==> config.mk <==
export PLATFORM = sky130hd
export DESIGN_NAME = dac_sweep_gen
export DESIGN_NICKNAME = d
export VERILOG_FILES = /design/src/rtl/dac_sweep_pkg.sv /design/src/rtl/dac_sweep_gen_dwell_cnt.sv /design/src/rtl/dac_sweep_gen.sv
export SDC_FILE = /design/constraint.sdc
export NUM_CORES = 1
export LEC_CHECK = 0
export ABC_CLOCK_PERIOD_IN_PS = 11400
export CELL_PAD_IN_SITES_DETAIL_PLACEMENT = 0
export CELL_PAD_IN_SITES_GLOBAL_PLACEMENT = 2
export CORE_MARGIN = 4
export CORE_UTILIZATION = 30
export DETAILED_ROUTE_END_ITERATION = 8
export PLACE_DENSITY = 0.85
export SYNTH_ARGS = -nofsm -noshare
export SYNTH_HDL_FRONTEND = slang
export SYNTH_SLANG_ARGS = --single-unit
==> constraint.sdc <==
create_clock -name clk_i -period 11.4 [get_ports clk_i]
set_input_delay 1.14 -clock clk_i [delete_from_list [all_inputs] [get_ports clk_i]]
set_output_delay 1.14 -clock clk_i [all_outputs]
set_load 0.01 [all_outputs]
==> src/rtl/dac_sweep_pkg.sv <==
// Shared definitions for the DAC staircase sweep sequencer.
// State encoding, default widths and the full-scale code.
package dac_sweep_pkg;

   localparam int DATA_W_DEF  = 12;
   localparam int DWELL_W_DEF = 16;

   localparam logic [DATA_W_DEF-1:0] FULL_SCALE = {DATA_W_DEF{1'b1}};

   typedef enum logic [2:0] {
      IDLE,
      SEND,
      WAIT_EOD,
      DWELL,
      STEP_CHK,
      DONE
   } state_t;

endpackage

==> src/rtl/dac_sweep_gen_dwell_cnt.sv <==
// Loadable down-counter that times the hold after each DAC transfer.
// The zero flag is high whenever the count has reached zero.
module dwell_cnt #(
   parameter int W = 16
) (
   input  logic         clk,
   input  logic         rst_n,
   input  logic         load,
   input  logic         en,
   input  logic [W-1:0] load_value,
   output logic         zero
);

   logic [W-1:0] count;

   always_ff @(posedge clk or negedge rst_n) begin
      if (!rst_n) begin
         count <= '0;
      end else if (load) begin
         count <= load_value;
      end else if (en && (count != '0)) begin
         count <= count - W'(1);
      end
   end

   assign zero = (count == '0);

endmodule

==> src/rtl/dac_sweep_gen.sv <==
// Staircase bias sweep sequencer feeding the two-channel SPI DAC writer.
// Define DAC_SWEEP_TRIANGLE_EN to add a descending leg back to the start code.
module dac_sweep_gen
   import dac_sweep_pkg::*;
#(
   parameter int DATA_W  = DATA_W_DEF,
   parameter int DWELL_W = DWELL_W_DEF
) (
   input  logic               clk_i,
   input  logic               rst_i,
   input  logic               start_i,
   input  logic               stop_i,
   input  logic [DATA_W-1:0]  cfg_start_code_i,
   input  logic [DATA_W-1:0]  cfg_stop_code_i,
   input  logic [DATA_W-1:0]  cfg_step_i,
   input  logic [DWELL_W-1:0] cfg_dwell_i,
   input  logic               dac_eod_i,
   output logic [DATA_W-1:0]  cha_code_o,
   output logic [DATA_W-1:0]  chb_code_o,
   output logic               dac_start_o,
   output logic               busy_o,
   output logic               done_o
);

   localparam logic [DATA_W-1:0] CODE_FULL = {DATA_W{1'b1}};

   state_t state, next_state;

   logic [DATA_W-1:0]  stop_q, step_q;
   logic [DWELL_W-1:0] dwell_q;
   logic               abort_q;
   logic               launch, load_code, dwell_load, dwell_en, dwell_zero;
   logic [DATA_W-1:0]  code_next;
   logic [DATA_W:0]    up_sum;
   logic               up_last;
`ifdef DAC_SWEEP_TRIANGLE_EN
   logic [DATA_W-1:0]  start_q;
   logic               dir_down, set_down, down_last;
   logic [DATA_W:0]    down_diff;
`endif

   dwell_cnt #(.W(DWELL_W)) u_dwell (
      .clk        (clk_i),
      .rst_n      (rst_i),
      .load       (dwell_load),
      .en         (dwell_en),
      .load_value (dwell_q - DWELL_W'(1)),
      .zero       (dwell_zero)
   );

   // The extra carry bit catches a next code that would wrap past full scale.
   always_comb begin
      up_sum  = {1'b0, cha_code_o} + {1'b0, step_q};
      up_last = up_sum[DATA_W] || (up_sum[DATA_W-1:0] > stop_q) || (step_q == '0);
`ifdef DAC_SWEEP_TRIANGLE_EN
      down_diff = {1'b0, cha_code_o} - {1'b0, step_q};
      down_last = down_diff[DATA_W] || (down_diff[DATA_W-1:0] < start_q) || (step_q == '0);
`endif
   end

   always_comb begin
      next_state = state;
      launch     = 1'b0;
      load_code  = 1'b0;
      code_next  = cha_code_o;
      dwell_load = 1'b0;
      dwell_en   = 1'b0;
`ifdef DAC_SWEEP_TRIANGLE_EN
      set_down   = 1'b0;
`endif
      case (state)
         IDLE: begin
            if (start_i && !stop_i) begin
               next_state = SEND;
               launch     = 1'b1;
               load_code  = 1'b1;
               code_next  = cfg_start_code_i;
            end
         end
         SEND: next_state = WAIT_EOD;
         WAIT_EOD: begin
            if (dac_eod_i) begin
               if (abort_q || stop_i) begin
                  next_state = DONE;
               end else if (dwell_q != '0) begin
                  next_state = DWELL;
                  dwell_load = 1'b1;
               end else begin
                  next_state = STEP_CHK;
               end
            end
         end
         DWELL: begin
            if (stop_i) begin
               next_state = DONE;
            end else begin
               dwell_en = 1'b1;
               if (dwell_zero) next_state = STEP_CHK;
            end
         end
         STEP_CHK: begin
            next_state = DONE;
            if (!stop_i) begin
`ifdef DAC_SWEEP_TRIANGLE_EN
               if (!dir_down && !up_last) begin
                  next_state = SEND;
                  load_code  = 1'b1;
                  code_next  = up_sum[DATA_W-1:0];
               end else if (!down_last) begin
                  next_state = SEND;
                  load_code  = 1'b1;
                  code_next  = down_diff[DATA_W-1:0];
                  set_down   = 1'b1;
               end
`else
               if (!up_last) begin
                  next_state = SEND;
                  load_code  = 1'b1;
                  code_next  = up_sum[DATA_W-1:0];
               end
`endif
            end
         end
         DONE:    next_state = IDLE;
         default: next_state = IDLE;
      endcase
   end

   always_ff @(posedge clk_i or negedge rst_i) begin
      if (!rst_i) state <= IDLE;
      else        state <= next_state;
   end

   // A stop seen while a transfer is in flight is remembered until its eod.
   always_ff @(posedge clk_i or negedge rst_i) begin
      if (!rst_i) begin
         stop_q      <= '0;
         step_q      <= '0;
         dwell_q     <= '0;
         abort_q     <= 1'b0;
         cha_code_o  <= '0;
         chb_code_o  <= CODE_FULL;
         dac_start_o <= 1'b0;
         busy_o      <= 1'b0;
         done_o      <= 1'b0;
`ifdef DAC_SWEEP_TRIANGLE_EN
         start_q     <= '0;
         dir_down    <= 1'b0;
`endif
      end else begin
         if (launch) begin
            stop_q  <= cfg_stop_code_i;
            step_q  <= cfg_step_i;
            dwell_q <= cfg_dwell_i;
`ifdef DAC_SWEEP_TRIANGLE_EN
            start_q  <= cfg_start_code_i;
            dir_down <= 1'b0;
`endif
         end
`ifdef DAC_SWEEP_TRIANGLE_EN
         if (set_down) dir_down <= 1'b1;
`endif
         if (load_code) begin
            cha_code_o <= code_next;
            chb_code_o <= CODE_FULL - code_next;
         end
         if (state == IDLE) begin
            abort_q <= 1'b0;
         end else if (((state == SEND) || (state == WAIT_EOD)) && stop_i) begin
            abort_q <= 1'b1;
         end
         dac_start_o <= (state == SEND);
         busy_o      <= (next_state != IDLE);
         done_o      <= (next_state == DONE);
      end
   end

endmodule

# Yosys cells after proc, flatten, opt, wreduce, memory -nomap -nowiden

Cells that the tools add are included.

Memories kept: 0
Bits in writable memories: 0
Latch bits: 0
ROM bits: 0
Output and inout bits: 27
Input bits: 57
Word-level logic and storage cells: 65
Register bits: 87

Muxes and demuxes: 28
Bitwise logic cells: 0
$lt $le $gt $ge: 1
Equal/unequal tests: 5
Multiply operators: 0
Reductions and logical operators: 16
Shifts and indexed selects: 0
$add $sub $neg: 4
Divide/modulo/power cells: 0

Operators with widths:

| operator                 | count |
|---|---|
| $mux W12                 | 3 |
| $mux W16                 | 2 |
| $reduce_bool A16 Y1      | 2 |
| $sub A16 B1 Y16 const B  | 2 |
| $mux W3                  | 8 |
| $pmux W12 S2             | 1 |
| $logic_not A16 Y1        | 1 |
| $pmux W3 S5              | 1 |
| $add A12 B12 Y13         | 1 |
| $gt A12 B12 Y1           | 1 |
| $logic_not A12 Y1        | 1 |
| $mux W1                  | 12 |
| $sub A12 B12 Y12 const A | 1 |
| $eq A3 B2 Y1 const B     | 2 |
| $eq A3 B3 Y1 const B     | 2 |
| $logic_or A1 B1 Y1       | 4 |
| $reduce_bool A2 Y1       | 2 |
| $eq A3 B1 Y1 const B     | 1 |
| $logic_and A1 B1 Y1      | 3 |
| $logic_not A3 Y1         | 1 |
| $reduce_bool A3 Y1       | 1 |
| $pmux W1 S2              | 1 |
| $logic_not A1 Y1         | 1 |

# Longest topological paths before layout

Depth in word-level cells: 8
Gate-level depth with buffers: 18
Mapped depth without buffers: 16

# Cells and area by module

From an unflattened synthesis, not the netlist that was laid out.

Cells, all modules: 542
Area total of the unflattened synthesis: 5217.5 µm²

By module, submodules not included:

| module        | sequential area each (µm²) | instances | cells each | area each (µm²) |
|---|---|---|---|---|
| dac_sweep_gen | 1791.7                     | 1         | 418        | 4162.7 |
| dwell_cnt     | 400.4                      | 1         | 124        | 1054.8 |

# Least setup slack after synthesis

No wires, ideal clock.

Kind: flip-flop to flip-flop
From: reg cha_code_o[0]
To: reg chb_code_o[11]
Stages on the path, launching flop included: 19
Path slack: 7.570 ns
Path buffers: 2
Library setup time: 0.111 ns
Arrival: 3.718 ns
Period minus slack after synthesis: 3.830 ns
Required time: 11.289 ns
Cell sequence: dfrtp_1 > ha_1 > fa_1 > a211oi_1 > o21ai_0 > o21ai_1 > o21ai_0 > a21oi_1 > xnor2_1 > ha_1 > nand2_1 > o21ai_0 > nor2_1 > a211o_1 > clkbuf_1 > a31oi_1 > nand2b_1 > clkbuf_1 > a222oi_1

Cells in the longest elaborated chain, start to end: 8
Elaborated cells on any way between the ends: 12
Those cells by class: 2 x add/sub; 1 x order compare; 7 x mux; 2 x reduce/logical

Ends and longest elaborated chain:

| what                             | RTL line             | source |
|---|---|---|
| start, declared                  | dac_sweep_gen.sv:18  | `output logic [DATA_W-1:0] cha_code_o,` |
| start signal, assigned           | dac_sweep_gen.sv:164 | `cha_code_o <= code_next;` |
| $add A12 B12 Y13                 | dac_sweep_gen.sv:53  | `up_sum = {1'b0, cha_code_o} + {1'b0, step_q};` |
| $gt A12 B12 Y1                   | dac_sweep_gen.sv:54  | `up_last = up_sum[DATA_W] \|\| (up_sum[DATA_W-1:0] > stop_q) \|\| (step_q == '0);` |
| $logic_or A1 B1 Y1 (2 in series) | dac_sweep_gen.sv:54  |  |
| $mux W12                         | dac_sweep_gen.sv:116 | `if (!up_last) begin` |
| $mux W12                         | dac_sweep_gen.sv:103 | `if (!stop_i) begin` |
| $pmux W12 S2                     | dac_sweep_gen.sv:71  | `case (state)` |
| $sub A12 B12 Y12                 | dac_sweep_gen.sv:165 | `chb_code_o <= CODE_FULL - code_next;` |
| end signal, assigned             | dac_sweep_gen.sv:165 |  |
| end, declared                    | dac_sweep_gen.sv:19  | `output logic [DATA_W-1:0] chb_code_o,` |

Parallel ways exist; a longest one is shown, timed or not.
A chain may end at the register's enable or synchronous reset.

# Worst setup path after layout

From: reg cha_code_o[0]
To: reg cha_code_o[7]

Cells in the longest elaborated chain, start to end: 7
Elaborated cells on any way between the ends: 10
Those cells by class: 1 x add/sub; 1 x order compare; 6 x mux; 2 x reduce/logical

Ends and longest elaborated chain:

| what                                        | RTL line |
|---|---|
| $add A12 B12 Y13 (*)                        | dac_sweep_gen.sv:53 |
| $gt A12 B12 Y1                              | dac_sweep_gen.sv:54 |
| $logic_or A1 B1 Y1 (2 in series)            | dac_sweep_gen.sv:54 |
| $mux W12 or $mux W1 (tied branches)         | dac_sweep_gen.sv:116 |
| $mux W12 or $mux W1 (tied branches)         | dac_sweep_gen.sv:103 |
| $pmux W12 S2 or $pmux W1 S2 (tied branches) | dac_sweep_gen.sv:71 |

Mark *: on every way between the ends. The rest lies on a longest branch, timed or not.

==> metrics.log <==
[metrics] half-perimeter wire length after detailed placement: 10800 um
[metrics] combinational power share: 54.6%
[metrics] final-report setup violation count: 0
[metrics] master cell of the clock root buffer: clkbuf_16
[metrics] Synth-to-Final Area Change: 27.4%
[metrics] dominant synthesized flop cell: dfrtp_1
[metrics] Power Density: 321 nW/um^2
[metrics] area of the die: 18800 sq um
[metrics] most heavily used metal layer in global routing: met2
[metrics] fraction of synthesis flops using an asynchronous set or reset pin: 100%
[metrics] synthesized area per cell: 8.97 sq um
[metrics] final hold vios: 0
[metrics] number of buffers created by CTS: 9
[metrics] routability cong.: 0.893
[metrics] Layout Cells excl Fill: 856
[metrics] count of antenna-violating nets left after detailed routing: 0
[metrics] yosys synthesis warning count: 0
[metrics] sequential area share after synthesis: 43.9%
[metrics] proportion of layout cells with a drive suffix above 1: 8.44%
[metrics] Die Y: 137 um
[metrics] distinct cell type count after synthesis: 72
[metrics] clock share of power: 15.0%
[metrics] number of antenna cells inserted: 0
[metrics] Worst-path clk slew: 0.06 ns
[metrics] Synth Area in Simple Gates: 21.8%
[metrics] post-CTS setup repair buffer count: 0
[metrics] placed standard-cell area: 6050 sq um
[metrics] part of the cycle the worst path needs: 39.9%
[metrics] I/O pins: 84
[metrics] fraction of synthesized area in multiplexers: 2.15%
[metrics] most frequent standard cell in the layout excluding fill and tap cells: nand2_1
[metrics] Remaining DRCs: 0
[metrics] run status: complete, no violations
[metrics] CTS Hold Buffers Added: 0
[metrics] maximum achievable frequency: 0.220 GHz
[metrics] xor and xnor fraction of the mapped netlist area: 4.73%
[metrics] maximum clock insertion buffer count: 2
[metrics] Final Skew: 0.00607 ns
[metrics] Synth Area in Compound Gates: 16.8%
[metrics] Syn Nets: 640
[metrics] post-placement cell count: 840
[metrics] count of final max-slew check failures: 0
[metrics] worst-margin pin slew: 0.975 ns
[metrics] internal power: 1.14 mW
[metrics] startpoint types: flop
[metrics] count of standard-cell rows: 46
[metrics] wire length of the first global-routing pass: 23000 um
[metrics] antenna violations before repair: 0
[metrics] maximum fanout along the worst path: 9
[metrics] Routed WL: 14300 um
[metrics] Wirelength per Cell: 16.7 um
[metrics] TritonCTS sink count: 87
[metrics] number of instances in the synthesized netlist: 557
[metrics] largest voltage drop on the vdd net: 0.134 mV
[metrics] DRC violation total after the first TritonRoute iteration: 260
[metrics] post-route standard cell area excluding fillers: 6360 sq um
[metrics] leakage power of the design: 2.73 nW
[metrics] global-route track usage on met3: 4.26%
[metrics] overall routing resource usage: 15.9%
[metrics] clock latency reported for the late side of the worst-skew pair: 0.35 ns
[metrics] routing usage on met2: 26.7%
[metrics] proportion of power drawn by flip-flops and latches: 30.4%
[metrics] # nets final: 718
[metrics] detailed-route vias per instance: 5.06
[metrics] commonest non-fill, non-tap cells in the layout: nand2_1, clkdlybuf4s50_1, dfrtp_1
[metrics] via count of the first global-routing pass: 4506
[metrics] count of state elements after synthesis: 87
[metrics] critical path endpoint category: flop
[metrics] unrepaired setup endpoints after global routing: false
[metrics] die extent in x: 137 um
[metrics] Core Region: 16100 sq um
[metrics] Worst EP arrival: 4.79 ns
[metrics] CTS H-tree depth: 3
[metrics] Max transition margin: 34.9%
[metrics] TNS Setup: 0 ns
[metrics] required time of the worst setup path: 11.64 ns
[metrics] switching component of the power: 0.908 mW
[metrics] Pre-Repair DR Iteration Count: 4
[metrics] routed via count: 4334
[metrics] classification of the worst setup path: reg2reg
[metrics] dominant combinational cell family by area after synthesis: simple AND/OR/NAND/NOR gates
[metrics] max_cap viols: 0
[metrics] met1 GRT Util: 19.9%
[metrics] number of synthesized flops with an enable pin: 0
[metrics] pin count of the biggest net entering global routing: 47
[metrics] number of cells upsized or downsized after cts: 0
[metrics] starting utilization of the core area: 31.0%
[metrics] Congestion Overflow GR: 0
[metrics] Tmin final: 4.55 ns
[metrics] TritonCTS clock tree: yes
[metrics] Min-Delay Path Class: reg2reg
[metrics] area share of fa/ha/maj cells after synthesis: 6.66%
[metrics] Synth Cell Area: 5000 sq um
[metrics] switching part of the total: 44.4%
[metrics] number of buffers added on ports: 83
==> registers in the layout (all words and copies together), names as in the netlist <==
| register | cells |
|---|---|
| step_q | 12 |
| busy_o | 1 |
| stop_q | 12 |
| dac_start_o | 1 |
| done_o | 1 |
| state | 3 |
| abort_q | 1 |
| u_dwell.count | 16 |
| cha_code_o | 12 |
| chb_code_o | 12 |
| dwell_q | 16 |
==> metrics by stage <==
stage / hold WS (ns) / setup slack [ns] / util [%] / total power, mW
3_3_place_gp: 0.460 / 6.76 / 37.6 / 1.70
4_1_cts: 0.466 / 6.92 / 39.5 / 2.06
5_1_grt: 0.491 / 6.63 / 39.5 / 2.22
3_5_place_dp: 0.456 / 6.60 / 37.6 / 1.73
6_report: 0.466 / 6.85 / 39.5 / 2.04
2_1_floorplan: 0.452 / 7.57 / - / 1.36
==> kinds of logic (layout without fill, tap and decap cells) <==
group                      count (synthesis)  after routing
muxes                                     10             10
xor gates and xnor gates                  27             27
AOI/OAI and AO/OA                        120            120
buffers and inverters                     52            135
and+or+nand+nor                          235            235
DFF                                       87             87
adders and majority gates                 26             26
==> metal layers <==
metal  part of all wire (%)  up-vias
met3                    5.7       25
met2                     48      131
met1                     44     2063
li1                       -     2115
met4                    2.2        0
met5                      0        -
==> worst max-delay path, cell delays in order, from the launching register on <==
cell	delay (ns)
dfrtp_1	0.40
ha_1	0.23
fa_1	0.43
a211oi_1	0.30
o21ai_0	0.14
o21ai_1	0.18
o21ai_0	0.14
a21oi_1	0.19
xnor2_1	0.23
ha_1	0.32
nand4_1	0.12
o311a_1	0.18
o311a_1	0.37
a31oi_1	0.18
nor2_1	0.62
mux2_2	0.41
==> cell usage after synthesis, types with 4 or more instances <==
master,count,area [sq um]
inv_1,32,120
o31ai_1,4,30.0
nor2_1,37,139
nor4_1,9,56.3
dfstp_2,12,315
o22ai_1,6,37.5
nand4_1,6,37.5
xnor2_1,16,140
mux2i_1,6,60.1
dfrtp_1,75,1880
clkbuf_1,16,60.1
nor2b_1,4,25.0
xor2_1,11,96.3
ha_1,25,313
nand3_1,6,30.0
o21ai_0,31,155
nand2_1,127,477
a21oi_1,19,95.1
nand2b_1,5,31.3
nor3_1,14,70.1
or2_2,5,31.3
o21a_1,5,37.5
or3_1,4,25.0
o22a_1,4,35.0
==> power groups by stage <==
stage	sequential (mW)	combinational [mW]	clock, mW
final	0.621	1.12	0.306
after global routing	0.644	1.25	0.330
after CTS	0.622	1.12	0.316
after detailed placement	0.625	1.11	0
after global placement	0.622	1.08	0
after floorplan	0.587	0.768	0
==> area by class of cell <==
class / instances / area (sq um)
inverters: 32 / 120
flip-flops and latches: 87 / 2190
clock inverters: 3 / 40.0
clock buffers: 13 / 270
multi-input cells: 418 / 2610
repair buffers: 87 / 858
well taps: 216 / 270
fillers: 1657 / 9750
==> worst paths after layout <==
check | start | cells after the start | to | slack, ns
max | cha_code_o[0] | 15 | cha_code_o[7] | 6.85
min | chb_code_o[7] | 2 | chb_code_o[7] | 0.47
max reg2reg | cha_code_o[0] | 15 | cha_code_o[7] | 6.85
min reg2reg | chb_code_o[7] | 2 | chb_code_o[7] | 0.47
max in group asynchronous | rst_i | 2 | chb_code_o[8] | 9.61
min in group asynchronous | rst_i | 1 | u_dwell.count[1] | 0.81
No activity file was read; power rests on OpenSTA's default activity.
